===== config.mk =====
export PLATFORM = sky130hd
export DESIGN_NAME = cycle_sequencer
export DESIGN_NICKNAME = d
export VERILOG_FILES = /design/src/rtl/cpu_ctrl_pkg.sv /design/src/rtl/mem_wait_timer.sv /design/src/rtl/cycle_sequencer.sv
export SDC_FILE = /design/constraint.sdc
export NUM_CORES = 1
export LEC_CHECK = 0
export BUFFER_PORTS_ARGS = -buffer_cell sky130_fd_sc_hd__buf_2
export CELL_PAD_IN_SITES_DETAIL_PLACEMENT = 0
export CELL_PAD_IN_SITES_GLOBAL_PLACEMENT = 2
export CORE_UTILIZATION = 28
export CTS_BUF_LIST = sky130_fd_sc_hd__clkbuf_2 sky130_fd_sc_hd__clkbuf_4 sky130_fd_sc_hd__clkbuf_8
export DETAILED_ROUTE_END_ITERATION = 7
export PLACE_DENSITY_LB_ADDON = 0.1
export SETUP_SLACK_MARGIN = 0.2
export SLEW_MARGIN = 20
export SYNTH_ARGS = -nofsm -noshare
export SYNTH_HDL_FRONTEND = slang
export SYNTH_SLANG_ARGS = --single-unit

===== constraint.sdc =====
create_clock -name clk -period 2.5 [get_ports clk]
set_input_delay 0.25 -clock clk [delete_from_list [all_inputs] [get_ports clk]]
set_output_delay 0.25 -clock clk [all_outputs]
set_load 0.05 [all_outputs]

===== src/rtl/cpu_ctrl_pkg.sv =====
// Shared CPU control definitions: opcode/funct constants, sequencer states, trap codes
// and the instruction-class decoder used by cycle_sequencer.
package cpu_ctrl_pkg;

  localparam logic [5:0] OpRtype = 6'h00;
  localparam logic [5:0] OpJ     = 6'h02;
  localparam logic [5:0] OpJal   = 6'h03;
  localparam logic [5:0] OpBeq   = 6'h04;
  localparam logic [5:0] OpBne   = 6'h05;
  localparam logic [5:0] OpAddi  = 6'h08;
  localparam logic [5:0] OpXori  = 6'h0e;
  localparam logic [5:0] OpLw    = 6'h23;
  localparam logic [5:0] OpSw    = 6'h2b;

  localparam logic [5:0] FnJr  = 6'h08;
  localparam logic [5:0] FnAdd = 6'h20;
  localparam logic [5:0] FnSub = 6'h22;
  localparam logic [5:0] FnSlt = 6'h2a;

  typedef enum logic [5:0] {
    StId   = 6'd0,
    StIf   = 6'd1,
    StExec = 6'd2,
    StMem  = 6'd3,
    StWb   = 6'd4,
    StTrap = 6'd5
  } state_e;

  typedef enum logic [1:0] {
    TrapNone    = 2'd0,
    TrapIllegal = 2'd1,
    TrapTimeout = 2'd2
  } trap_code_e;

  typedef enum logic [3:0] {
    ClsLw, ClsSw, ClsAlu, ClsJal, ClsJr, ClsBeq, ClsBne, ClsJ, ClsIllegal
  } instr_cls_e;

  function automatic instr_cls_e decode_cls(input logic [5:0] opcode, input logic [5:0] funct);
    instr_cls_e cls;
    cls = ClsIllegal;
    case (opcode)
      OpRtype: begin
        case (funct)
          FnAdd, FnSub, FnSlt: cls = ClsAlu;
          FnJr:                cls = ClsJr;
          default:             cls = ClsIllegal;
        endcase
      end
      OpAddi, OpXori: cls = ClsAlu;
      OpJal:          cls = ClsJal;
      OpBeq:          cls = ClsBeq;
      OpBne:          cls = ClsBne;
      OpJ:            cls = ClsJ;
      OpLw:           cls = ClsLw;
      OpSw:           cls = ClsSw;
      default:        cls = ClsIllegal;
    endcase
    return cls;
  endfunction

endpackage


===== src/rtl/mem_wait_timer.sv =====
// Consecutive memory not-ready cycle counter; expired flags the cycle whose wait would
// bring the count to MEM_WAIT_MAX.
module mem_wait_timer #(
  parameter int unsigned MEM_WAIT_MAX = 15
) (
  input  logic clk,
  input  logic rst_n,
  input  logic count_en,
  input  logic clear,
  output logic expired
);

  localparam logic [7:0] Limit = 8'(MEM_WAIT_MAX - 1);

  logic [7:0] count_q, count_d;

  always_comb begin
    count_d = count_q;
    if (clear) begin
      count_d = 8'd0;
    end else if (count_en) begin
      count_d = count_q + 8'd1;
    end
  end

  // Independent of clear, which is itself derived from the next state.
  assign expired = count_en && (count_q >= Limit);

  always_ff @(posedge clk or negedge rst_n) begin
    if (!rst_n) begin
      count_q <= 8'd0;
    end else begin
      count_q <= count_d;
    end
  end

endmodule


===== src/rtl/cycle_sequencer.sv =====
// Multi-cycle CPU controller: IF/ID/EXEC/MEM/WB sequencing, write strobes and traps.
// Define CYCLE_SEQ_PERF_EN to add the cycle_count/instr_count performance counters.
module cycle_sequencer
  import cpu_ctrl_pkg::*;
#(
  parameter int unsigned MEM_WAIT_MAX = 15
) (
  input  logic        clk,
  input  logic        rst_n,
  input  logic [5:0]  opcode,
  input  logic [5:0]  funct,
  input  logic        alu_zero,
  input  logic        mem_ready,
  input  logic        trap_clr,
  output logic [5:0]  state,
  output logic        mem_req,
  output logic        pc_we,
  output logic        ir_we,
  output logic        ab_we,
  output logic        reg_we,
  output logic        mem_we,
  output logic        instr_done,
  output logic        trap,
  output logic [1:0]  trap_code
`ifdef CYCLE_SEQ_PERF_EN
  ,
  output logic [31:0] cycle_count,
  output logic [31:0] instr_count
`endif
);

  state_e     state_q, state_d;
  trap_code_e code_q, code_d;
  logic       alive_q, alive_d;
  instr_cls_e cls;
  logic       expired, wait_en, wait_clr;
  logic       mem_req_c, pc_we_c, ir_we_c, ab_we_c, reg_we_c, mem_we_c, done_c;

  assign cls     = decode_cls(opcode, funct);
  assign alive_d = 1'b1;

  always_comb begin
    state_d   = state_q;
    code_d    = code_q;
    mem_req_c = 1'b0;
    pc_we_c   = 1'b0;
    ir_we_c   = 1'b0;
    ab_we_c   = 1'b0;
    reg_we_c  = 1'b0;
    mem_we_c  = 1'b0;
    case (state_q)
      StIf: begin
        mem_req_c = 1'b1;
        if (mem_ready) begin
          ir_we_c = 1'b1;
          pc_we_c = 1'b1;
          state_d = StId;
        end else if (expired) begin
          state_d = StTrap;
          code_d  = TrapTimeout;
        end
      end
      StId: begin
        ab_we_c = 1'b1;
        case (cls)
          ClsIllegal: begin
            state_d = StTrap;
            code_d  = TrapIllegal;
          end
          ClsJ: begin
            pc_we_c = 1'b1;
            state_d = StIf;
          end
          default: state_d = StExec;
        endcase
      end
      StExec: begin
        case (cls)
          ClsJr: begin
            pc_we_c = 1'b1;
            state_d = StIf;
          end
          ClsBeq: begin
            pc_we_c = alu_zero;
            state_d = StIf;
          end
          ClsBne: begin
            pc_we_c = !alu_zero;
            state_d = StIf;
          end
          ClsLw, ClsSw: state_d = StMem;
          default:      state_d = StWb;
        endcase
      end
      StMem: begin
        mem_req_c = 1'b1;
        if (mem_ready) begin
          if (cls == ClsSw) begin
            mem_we_c = 1'b1;
            state_d  = StIf;
          end else begin
            state_d = StWb;
          end
        end else if (expired) begin
          state_d = StTrap;
          code_d  = TrapTimeout;
        end
      end
      StWb: begin
        reg_we_c = 1'b1;
        pc_we_c  = (cls == ClsJal);
        state_d  = StIf;
      end
      StTrap: begin
        if (trap_clr) begin
          state_d = StIf;
          code_d  = TrapNone;
        end
      end
      default: state_d = StIf;
    endcase
    // Nothing moves until the first edge after reset release.
    if (!alive_q) begin
      state_d = state_q;
      code_d  = code_q;
    end
  end

  assign done_c   = (state_d == StIf) && (state_q != StIf) && (state_q != StTrap);
  assign wait_en  = alive_q && ((state_q == StIf) || (state_q == StMem)) && !mem_ready;
  assign wait_clr = (state_d != state_q);

  mem_wait_timer #(
    .MEM_WAIT_MAX(MEM_WAIT_MAX)
  ) u_mem_wait_timer (
    .clk     (clk),
    .rst_n   (rst_n),
    .count_en(wait_en),
    .clear   (wait_clr),
    .expired (expired)
  );

  always_ff @(posedge clk or negedge rst_n) begin
    if (!rst_n) begin
      state_q <= StIf;
      code_q  <= TrapNone;
      alive_q <= 1'b0;
    end else begin
      state_q <= state_d;
      code_q  <= code_d;
      alive_q <= alive_d;
    end
  end

  assign state      = state_q;
  assign trap_code  = code_q;
  assign mem_req    = alive_q & mem_req_c;
  assign pc_we      = alive_q & pc_we_c;
  assign ir_we      = alive_q & ir_we_c;
  assign ab_we      = alive_q & ab_we_c;
  assign reg_we     = alive_q & reg_we_c;
  assign mem_we     = alive_q & mem_we_c;
  assign instr_done = alive_q & done_c;
  assign trap       = alive_q & (state_q == StTrap);

`ifdef CYCLE_SEQ_PERF_EN
  logic [31:0] cycle_count_q, cycle_count_d;
  logic [31:0] instr_count_q, instr_count_d;

  always_comb begin
    cycle_count_d = cycle_count_q;
    instr_count_d = instr_count_q;
    if (alive_q && (state_q != StTrap)) begin
      cycle_count_d = cycle_count_q + 32'd1;
    end
    if (instr_done) begin
      instr_count_d = instr_count_q + 32'd1;
    end
  end

  always_ff @(posedge clk or negedge rst_n) begin
    if (!rst_n) begin
      cycle_count_q <= 32'd0;
      instr_count_q <= 32'd0;
    end else begin
      cycle_count_q <= cycle_count_d;
      instr_count_q <= instr_count_d;
    end
  end

  assign cycle_count = cycle_count_q;
  assign instr_count = instr_count_q;
`endif

endmodule


==> metrics.md <==
| Metric | Value |
|---|---|
| Syn. warnings | 0 |
| Final antenna-violating net count | 0 |
| Grt total ovfl | 0 |
| Power Density | 760 nW/um^2 |
| Slew margin rel. | 62.1% |
| Critical path's slowest cell | or4_4 |
| Slew @ Worst Pin | 0.566 ns |
| Initial Util | 29.9% |
| Max rail drop VDD | 274 uV |
| Tot Pwr | 1490 uW |
| Post-synthesis mux area share | 0.753% |
| Worst-path maximum fanout | 4 |
| Synth Area in Simple Gates | 33.9% |
| Final hold violation count | 0 |
| Overall routing resource usage | 16.8% |
| Root buffer cell | clkbuf_8 |
| Final RePlAce weighted congestion | 0.814 |
| Post-layout worst setup margin | -0.146 ns |
| FFs w/ async S/R, synth | 100% |
| Fill count | 467 |
| Critical path class | primary input to output pin |
| Worst endpoint required time | 2.25 ns |
| Clk pwr share | 14.7% |
| P&R area growth vs syn | 47.0% |
| Vias in the first global route | 1396 |
| First-pass GRT wire length | 6850 um |
| Sw frac | 47.7% |
| CTS buffer count | 3 |
| Setup violators final | 2 |
| Finished Core Util | 43.9% |
| Post-Synth Adder-Cell Area | 1.88% |
| Die area | 5030 sq um |
| Post-Synthesis Cells | 168 |
| Flop pwr share | 25.9% |
| CP bufs+invs | 3 |
| Critical path startpoint category | primary input |
| Most frequent CP cell | buf_6 |
| Logic pwr share | 59.4% |
| Hold Path Class | primary input to async pin |
| Post-DP HPWL | 3070 um |
| Syn nets | 187 |
| Setup crit end kind | output pin |
| Die H | 70.9 um |
| Largest family of logic cells by synthesized area | simple AND/OR/NAND/NOR gates |
| Proportion of netlist area held by the largest area contributor | 30.1% |
| Clock-pin slew on the worst setup and hold paths | 0.07 ns |
| Row cnt | 24 |
| Yosys top cell by area | dfrtp_1 |
| Most frequent cells in the layout | 29 x buf_4, 28 x buf_2, 19 x nor2_1 |
| # placed instances | 267 |
| Register area share after synthesis | 32.1% |
| Die Width | 70.9 um |
| Crit path DAT | 2.40 ns |
| Skew final | 0.00452 ns |
| Largest net degree at the start of global routing | 18 |
| Vias | 1433 |
| Antenna cells | 0 |
| Main synth FF type | dfrtp_1 |
| Top delay family on crit path | simple AND/OR/NAND/NOR gates |
| Commonest non-fill, non-tap cell in the layout | buf_4 |
| CTS Sinks | 17 |
| TritonCTS clock tree | yes |
| Max cap viols | 0 |
| Clock Path Buffers | 2 |
| Failing checks | negative setup slack |
| Tmin final | 2.65 ns |
| Leakage power | 0.000895 uW |
| Port bufs | 32 |
| Max Transition Viols Final | 0 |
| Sw power | 709 uW |
| Yosys reg bits | 17 |
| Xor and xnor area share after synthesis | 5.27% |
| RSZ-0062 raised after global routing | yes |
| Layout Nets | 244 |
| Share of layout cells above drive strength 1 | 40.6% |
| Final std cells w/o fill | 276 |
| Netlist cell types | 50 |
| Core ar. | 4440 sq um |
| Syn avg cell area | 7.91 sq um |
| Drt wl/cell | 14.4 um |
| Fin crit share | 106% |
| I/O pin total | 33 |
| H-tree levels | 1 |
| Pre-Repair DR Iteration Count | 6 |
| DRC | 0 |
| Initial antenna violation count | 0 |
| WL final | 3980 um |
| Starting DRT DRC Count | 65 |
| Crit-path max cell delay | 0.48 ns |
| Via density | 5.19 |
| Synth top area cells | dfrtp_1 30%, nor2_1 5.6%, nand2_1 4.0% |
| P_int | 777 uW |
| EDFF count, synth | 0 |
| Worst skew pair latency | 0.25 ns |
| Compound-cell area share of the yosys netlist | 19.7% |
| Status | complete, but fails checks |
| Critical-path cell list | buf_6 > or3_4 > or4_4 > a311o_1 > o221a_2 > nor4_2 > buf_4 > nor4_4 > buf_6 |
| Fmax | 0.378 GHz |
| Post-synthesis instance area | 1330 sq um |
through the flow:
stage               instance area [sq um]  hold WS [ns]  setup TNS, ns  setup WS (ns)
detailed placement                   1770         0.208         -0.633         -0.359
finish                               1950         0.455         -0.234         -0.146
global route                         1950         0.498         -0.347         -0.214
CTS                                  1910         0.478         -0.243         -0.153
global placement                     1770         0.191         -0.587         -0.334
floorplan                            1410       -0.0456         -0.191         -0.146
registers in the layout, summed over array words and instances (netlist names):
name	flops
alive_q	1
state	6
trap_code	2
u_mem_wait_timer.count_q	8
power by group through the flow:
stage	Clock [uW]	Combinational, uW	Sequential [uW]
2_1_floorplan	0	500	452
3_3_place_gp	0	801	388
3_5_place_dp	0	802	391
4_1_cts	226	862	380
5_1_grt	237	959	395
6_report	218	882	385
worst paths after layout:
| check | start | endpoint | slack (ns) | depth (start not counted) |
|---|---|---|---|---|
| worst max-delay path | funct[4] | instr_done | -0.15 | 9 |
| worst min-delay path | rst_n | state[4]$_DFF_PN0_ | 0.46 | 2 |
| worst max register to register | state[5]$_DFF_PN0_ | state[2]$_DFF_PN0_ | 0.49 | 8 |
| worst min register to register | trap_code[1]$_DFFE_PN0P_ | trap_code[1]$_DFFE_PN0P_ | 0.52 | 1 |
| max in group asynchronous | rst_n | state[0]$_DFF_PN1_ | 1.73 | 2 |
| min in group clk | trap_code[1]$_DFFE_PN0P_ | trap_code[1]$_DFFE_PN0P_ | 0.52 | 1 |
logic make-up (layout without fill, tap and decap cells):
group | after synthesis | after routing
multiplexers | 1 | 1
buffers and inverters | 19 | 75
AND/OR/NAND/NOR | 82 | 82
other | 1 | 1
XOR/XNOR | 8 | 8
adder cells (fa/ha/maj) | 2 | 2
AO/OA/AOI/OAI | 38 | 38
flip-flops | 17 | 17
Yosys cell counts, types with 3 or more instances:
| cell | instances |
|---|---|
| nand2_1 | 14 |
| or4_1 | 3 |
| inv_1 | 9 |
| nand3_1 | 6 |
| a31oi_1 | 3 |
| and3_1 | 3 |
| o211ai_1 | 4 |
| clkbuf_1 | 7 |
| nor4_1 | 5 |
| o21ai_0 | 10 |
| nor2b_1 | 8 |
| dfrtp_1 | 16 |
| nor3_1 | 5 |
| a21oi_1 | 6 |
| xor2_1 | 6 |
| nor2_1 | 20 |
layout make-up:
cell class              count  area, sq um  share of cell area [%]
clock buffers               4         48.8                    2.50
flip-flops and latches     17          429                    22.0
repair buffers             62          413                    21.1
multi-input cells         132          963                    49.3
well taps                  52         65.1                    3.33
inverters                   9         33.8                    1.73
routing by layer:
metal | vias up | global-route usage, % | routed length, um
met5 | - | 0 | 0
met4 | 0 | 1.33 | 12
met3 | 2 | 2.99 | 153
met2 | 36 | 29.1 | 1950
met1 | 672 | 22.9 | 1860
li1 | 723 | - | -
repair_timing:
| action | CTS | global route |
|---|---|---|
| pin swaps | 7 | 5 |
| gates resized for setup | 13 | 8 |
| hold endpoints to repair | 16 | 0 |
| endpoints found under the setup margin | 3 | 4 |
| buffers inserted | 3 | 1 |
| gates cloned | 0 | 0 |
| hold buffers | 1 | 0 |
Power figures use the tool's default switching activity.
